`config.mk`:
```
export PLATFORM = sky130hd
export DESIGN_NAME = instr_loader
export DESIGN_NICKNAME = d
export VERILOG_FILES = /design/src/rtl/loader_pkg.sv /design/src/rtl/byte_assembler.sv /design/src/rtl/instr_loader.sv
export SDC_FILE = /design/constraint.sdc
export NUM_CORES = 1
export LEC_CHECK = 0
export BUFFER_PORTS_ARGS = -buffer_cell sky130_fd_sc_hd__buf_4
export CAP_MARGIN = 20
export CORE_ASPECT_RATIO = 2
export CORE_UTILIZATION = 52
export CTS_CLUSTER_DIAMETER = 100
export DETAILED_ROUTE_END_ITERATION = 12
export PLACE_DENSITY_LB_ADDON = 0.05
export SETUP_SLACK_MARGIN = 0.15
export SLEW_MARGIN = 40
export SYNTH_ARGS = -nofsm -noshare
export SYNTH_HDL_FRONTEND = slang
export SYNTH_HIERARCHICAL = 1
export SYNTH_SLANG_ARGS = --single-unit
```
`constraint.sdc`:
```
create_clock -name clk -period 1.95 [get_ports clk]
set_input_delay 0.0975 -clock clk [delete_from_list [all_inputs] [get_ports clk]]
set_output_delay 0.0975 -clock clk [all_outputs]
set_load 0.02 [all_outputs]
```
`src/rtl/loader_pkg.sv`:
```
// Shared definitions for the boot-time instruction loader.
//
// Contents:
//   BYTES_PER_WORD - stream bytes per 32-bit little-endian word
//   BYTE_IDX_W     - width of the byte-within-word counter
//   byte_idx_t     - byte-within-word counter type
//   load_state_t   - loader FSM states (header, data, checksum, done, error)
//   is_streaming   - true in the states that accept stream bytes
package loader_pkg;

  localparam int unsigned BYTES_PER_WORD = 4;
  localparam int unsigned BYTE_IDX_W     = 2;

  typedef logic [BYTE_IDX_W-1:0] byte_idx_t;

  typedef enum logic [2:0] {
    ST_HDR,
    ST_DATA,
    ST_CSUM,
    ST_DONE,
    ST_ERR
  } load_state_t;

  function automatic logic is_streaming(input load_state_t s);
    return (s == ST_HDR) || (s == ST_DATA) || (s == ST_CSUM);
  endfunction

endpackage

```
`src/rtl/byte_assembler.sv`:
```
// Little-endian byte-to-word assembler.
//
// Collects four accepted bytes, LSB first, into a 32-bit word. On the cycle
// the fourth byte is accepted, word_valid is high and word already carries
// that byte in bits [31:24], so the consumer can register the complete word
// on the same edge that accepts its last byte.
//
// Ports:
//   clk        - system clock, rising edge
//   clear      - synchronous clear of byte counter and partial word
//   byte_in    - stream byte
//   accept     - byte_in is transferred this cycle
//   word_valid - fourth byte of a word is being accepted this cycle
//   word       - assembled word, valid while word_valid is high
module byte_assembler
  import loader_pkg::*;
(
  input  logic        clk,
  input  logic        clear,
  input  logic [7:0]  byte_in,
  input  logic        accept,
  output logic        word_valid,
  output logic [31:0] word
);

  byte_idx_t   idx;
  logic [23:0] partial;
  logic        last_byte;

  assign last_byte = (idx == byte_idx_t'(BYTES_PER_WORD - 1));

  // Only the lower three bytes are stored; the top byte is taken straight
  // from byte_in when the word completes.
  always_ff @(posedge clk) begin
    if (clear) begin
      idx     <= '0;
      partial <= '0;
    end else if (accept) begin
      idx <= idx + 1'b1;
      case (idx)
        2'd0:    partial[7:0]   <= byte_in;
        2'd1:    partial[15:8]  <= byte_in;
        2'd2:    partial[23:16] <= byte_in;
        default: ;
      endcase
    end
  end

  always_comb begin
    word_valid = accept && last_byte;
    word       = {byte_in, partial};
  end

endmodule

```
`src/rtl/instr_loader.sv`:
```
// Boot-time program loader for the CPU instruction RAM.
//
// Receives a byte stream (header N, N data words, XOR trailer; all fields
// little-endian 32-bit), writes the data words into instruction memory from
// BASE_ADDR upward and releases the CPU from reset only when the trailer
// matches the XOR of the data words. Oversize headers and checksum
// mismatches park the loader in an error state until rst.
//
// Parameters:
//   ADDR_WIDTH - word-address width of instruction memory (2**ADDR_WIDTH words)
//   BASE_ADDR  - first word address written
//
// Ports:
//   clk       - system clock, rising edge
//   rst       - synchronous, active-high reset
//   byteIn    - stream data byte
//   byteValid - byteIn valid this cycle
//   byteReady - loader accepts a byte this cycle
//   memWEn    - one-cycle instruction-memory write enable
//   memAddr   - word address of the write
//   memData   - word to write
//   cpuRst    - holds the CPU in reset until the load succeeds
//   loadDone  - load completed with matching checksum
//   loadErr   - load failed (oversize header or checksum mismatch)
//   wordCount - number of data words written so far
module instr_loader
  import loader_pkg::*;
#(
  parameter int unsigned ADDR_WIDTH = 10,
  parameter int unsigned BASE_ADDR  = 0
) (
  input  logic                  clk,
  input  logic                  rst,
  input  logic [7:0]            byteIn,
  input  logic                  byteValid,
  output logic                  byteReady,
  output logic                  memWEn,
  output logic [ADDR_WIDTH-1:0] memAddr,
  output logic [31:0]           memData,
  output logic                  cpuRst,
  output logic                  loadDone,
  output logic                  loadErr,
  output logic [ADDR_WIDTH:0]   wordCount
);

  localparam logic [32:0]           MAX_WORDS = 33'(1) << ADDR_WIDTH;
  localparam logic [ADDR_WIDTH-1:0] BASE      = ADDR_WIDTH'(BASE_ADDR);

  load_state_t         state;
  load_state_t         state_next;
  logic                accept;
  logic                word_valid;
  logic [31:0]         word;
  logic [ADDR_WIDTH:0] n_words;
  logic [31:0]         csum;
  logic                hdr_oversize;
  logic                hdr_empty;
  logic                last_word;

  assign accept = byteValid && byteReady;

  byte_assembler u_asm (
    .clk        (clk),
    .clear      (rst),
    .byte_in    (byteIn),
    .accept     (accept),
    .word_valid (word_valid),
    .word       (word)
  );

  // Header is compared at full 32-bit width so that values that alias to a
  // legal count after truncation are still rejected.
  assign hdr_oversize = {1'b0, word} > MAX_WORDS;
  assign hdr_empty    = (word == '0);
  // wordCount doubles as the word index; the write being accepted now is
  // the last one when the post-increment count reaches N.
  assign last_word    = ((wordCount + 1'b1) == n_words);

  // ---------------------------------------------------------------------
  // FSM: state register
  // ---------------------------------------------------------------------
  always_ff @(posedge clk) begin
    if (rst) begin
      state <= ST_HDR;
    end else begin
      state <= state_next;
    end
  end

  // ---------------------------------------------------------------------
  // FSM: next state
  // ---------------------------------------------------------------------
  always_comb begin
    state_next = state;
    case (state)
      ST_HDR: begin
        if (word_valid) begin
          if (hdr_oversize) begin
            state_next = ST_ERR;
          end else if (hdr_empty) begin
            state_next = ST_CSUM;
          end else begin
            state_next = ST_DATA;
          end
        end
      end
      ST_DATA: begin
        if (word_valid && last_word) begin
          state_next = ST_CSUM;
        end
      end
      ST_CSUM: begin
        if (word_valid) begin
          state_next = (word == csum) ? ST_DONE : ST_ERR;
        end
      end
      ST_DONE: state_next = ST_DONE;
      ST_ERR:  state_next = ST_ERR;
      default: state_next = ST_ERR;
    endcase
  end

  // ---------------------------------------------------------------------
  // FSM: state-decoded outputs
  // ---------------------------------------------------------------------
  always_comb begin
    byteReady = is_streaming(state) && !rst;
    loadDone  = 1'b0;
    loadErr   = 1'b0;
    cpuRst    = 1'b1;
    case (state)
      ST_DONE: begin
        loadDone = 1'b1;
        cpuRst   = 1'b0;
      end
      ST_ERR:  loadErr = 1'b1;
      default: ;
    endcase
  end

  // ---------------------------------------------------------------------
  // Datapath: word count, checksum and memory write registers
  // ---------------------------------------------------------------------
  always_ff @(posedge clk) begin
    if (rst) begin
      n_words   <= '0;
      csum      <= '0;
      wordCount <= '0;
      memWEn    <= 1'b0;
      memAddr   <= '0;
      memData   <= '0;
    end else begin
      memWEn <= 1'b0;
      if (word_valid) begin
        case (state)
          ST_HDR: n_words <= word[ADDR_WIDTH:0];
          ST_DATA: begin
            memWEn    <= 1'b1;
            memAddr   <= BASE + wordCount[ADDR_WIDTH-1:0];
            memData   <= word;
            wordCount <= wordCount + 1'b1;
            csum      <= csum ^ word;
          end
          default: ;
        endcase
      end
    end
  end

endmodule

```
==> flow_summary.ini <==
[timing]
rsz0062_at_grt = true
worstMarginPinSlew_ps = 541
slew_headroom = 0.640
hold_viol = 0
max_freq_mhz = 480
setup_violations = 9
worst_slack_ps = -132
finalCritPeriodShare = 1.07
min_period_ps = 2080
fin_skew_ps = 9.76
slew_violations = 0
hold-worst-slack_ps = 13.8

[yosys]
synth_seq_cells = 126
seq_area_frac_synth = 0.453
synth.yosys.warnings = 6
synth_cell_types = 49
syn_area_sq_um = 5570
synth-main-ff-cell = dfxtp_1
synth-async-reset-ratio = 0
postSynthCellCount = 641
synth_edf_count = 0
syn_area_per_cell_sq_um = 8.69
syn_nets = 657

[critical_path]
ff2ff_setup_slack_ps = -130
cp_data_arrival_time_ps = 2350
regToRegStartpoint = state[1]
critPathLaunch = state[1]
critPathMaxStageDelay_ps = 390
cp_max_fo = 3
critical-path-slowest-cell = nor4_2
rr_worst_depth = 11
critical_path_class = flip-flop to flip-flop
path_cells = nand2_4 -> nand2_4 -> nor2_4 -> and2_4 -> and2_4 -> buf_12 -> o211ai_1 -> nor4_2 -> buf_4 -> a31o_1 -> a211oi_2
cp.required_ps = 2220
crit_path_end_kind = flip-flop
start_kind = flip-flop

[die]
die_area_sq_um = 11200
start_util = 0.532
die_x_microns = 75.2
design.core.area_sq_um = 10500
std_cell_rows = 53
io_pins = 69
fp.dieH_microns = 148

[clock_tree]
cts_root_buf = clkbuf_16
h-tree-depth = 4
cts_inserted_buffers = 17
cts.sinks = 126
clk_latency_ps = 410
clkSlewWorstSetupHoldPaths_ps = 60
clockBufferDepth = 2
cts_tree = yes

[global_route]
grt.total_usage = 0.295
grt_pass1_wl_mm = 24.1
grt_max_degree = 137
grt_pass1_vias = 4974
antenna_found_initial = 0
grt-ovfl-total = 0

[placed_design]
dp_hpwl_mm = 10.6
place_congestion = 0.837
pre_cts_ws_ps = -137
port_buffers = 68
post_dp_cell_area_sq_um = 6490
place_inst = 848

[routing]
initialDrtViolationCount = 237
antenna_left = 0
wl_mm = 15.7
viasPerCell = 5.30
first_pass_iters = 5
drc = 0
post_drt_wl_per_cell_microns = 17.3
vias = 4798

[status]
violations = setup timing
status = finished with violations

[layout]
finish.net_count = 771
drive_gt1_frac = 0.323
num_antenna_cells = 0
design_area_sq_um = 7740
instances_no_fill = 905
syn2layout_area_growth_pct = 38.9

[worst_hold_path]
holdPathStages = 3
min_from = byteIn[1]
hp-class = input port to flip-flop

[power]
p_leak_nw = 3.45
vdd_drop_max_v = 0.000910
total_power_mw = 6.28
power_density_nw_per_um2 = 811

[job]
max_cap_viol_count = 0
-- registers in the layout, indices dropped and copies added, names as in the netlist --
register / flops
n_words: 11
u_asm/partial: 24
wordCount: 11
u_asm/idx: 2
state: 3
memAddr: 10
memWEn: 1
memData: 32
csum: 32
-- what timing repair did --
action,CTS,global route
pin swaps,24,23
gates resized for setup,56,37
hold endpoints to repair,2,0
hold buffers,2,0
endpoints found under the setup margin,58,96
buffers inserted,14,6
cloned,2,1
-- cells in the final DEF, fill, tap and decap left out, types with 3 or more instances in the layout --
cell,n
xor2_1,71
nand4_1,5
nor2b_1,3
clkinv_4,3
dfxtp_2,11
and2_4,3
clkbuf_16,17
inv_1,4
ha_1,4
buf_6,12
a21oi_1,56
nand2b_1,33
nor4_1,10
nand3_1,5
nand2_1,89
mux2i_1,25
nor4_2,6
dfxtp_1,114
xnor2_1,13
nor3_1,4
o21ai_0,4
nor2_1,54
buf_12,5
xnor2_2,3
inv_6,4
buf_4,117
nand2_2,11
nand2_8,3
nand2_4,17
nor2_4,3
or4_1,3
a31oi_1,4
-- final timing paths --
path,end
worst min-delay path,memData[25]
worst min register to register,memAddr[0]
worst max-delay path,state[0]
worst max register to register,state[0]
-- critical path: cells and delay by family (launching register included) --
family                 cells  cell delay [ps]
DFF                        1              340
and+or+nand+nor            6              900
AOI/OAI and AO/OA          3              410
buffers and inverters      2              300
-- cell type report --
cell class,instances,area (sq um)
timing repair buffer,139,1200
sequential,126,2540
multi-input combinational,466,3220
clock inverter,14,158
fill,820,2740
tap,137,171
inverter,5,18.8
clock buffer,18,429
-- cells in the mapped netlist (3+ instances only) --
| cell type | instances | area (sq um) |
|---|---|---|
| and2_1 | 3 | 18.8 |
| buf_4 | 8 | 60.1 |
| o21ai_0 | 4 | 20.0 |
| buf_2 | 10 | 50.1 |
| inv_1 | 5 | 18.8 |
| ha_1 | 5 | 62.6 |
| dfxtp_1 | 126 | 2520 |
| nor4_1 | 16 | 100 |
| clkbuf_1 | 22 | 82.6 |
| nor2_1 | 59 | 221 |
| nor2b_1 | 3 | 18.8 |
| nand4_1 | 5 | 31.3 |
| nand2b_1 | 33 | 206 |
| a31oi_1 | 5 | 31.3 |
| nand2_1 | 118 | 443 |
| nand3_1 | 8 | 40.0 |
| nor3_1 | 6 | 30.0 |
| xor2_1 | 72 | 631 |
| a21oi_1 | 56 | 280 |
| mux2i_1 | 25 | 250 |
| or4_1 | 3 | 22.5 |
| xnor2_1 | 16 | 140 |
-- logic make-up (layout without fill, tap and decap cells) --
kind of cell / after synthesis / count (layout) / synth area share
buffers and inverters: 49 / 176 / 0.0433
multiplexers: 25 / 25 / 0.0449
AND/OR/NAND/NOR: 270 / 270 / 0.229
adder cells (fa/ha/maj): 5 / 5 / 0.0112
XOR/XNOR: 88 / 88 / 0.138
flip-flops: 126 / 126 / 0.453
AO/OA/AOI/OAI: 78 / 78 / 0.0806
-- metal layers --
metal	routed length [microns]	vias to the layer above	global-route usage
met5	0	-	0
met3	433	49	0.0542
met1	5400	2278	0.270
li1	-	2342	-
met4	891	0	0.193
met2	8970	129	0.558
-- through the flow --
stage	TNS (ps)	util
finish	-325	0.739
global route	-2130	0.739
CTS	0	0.718
detailed placement	-379	0.620
global placement	-234	0.620
floorplan	-2410	-
-- where the power goes --
group	switching, mW	internal (mW)	leakage (nW)
clock network	1.23	1.91	0.284
registers	0.0423	2.61	1.02
logic	0.283	0.207	2.14
total	1.55	4.72	3.45
(Power assumes the default switching activity.)
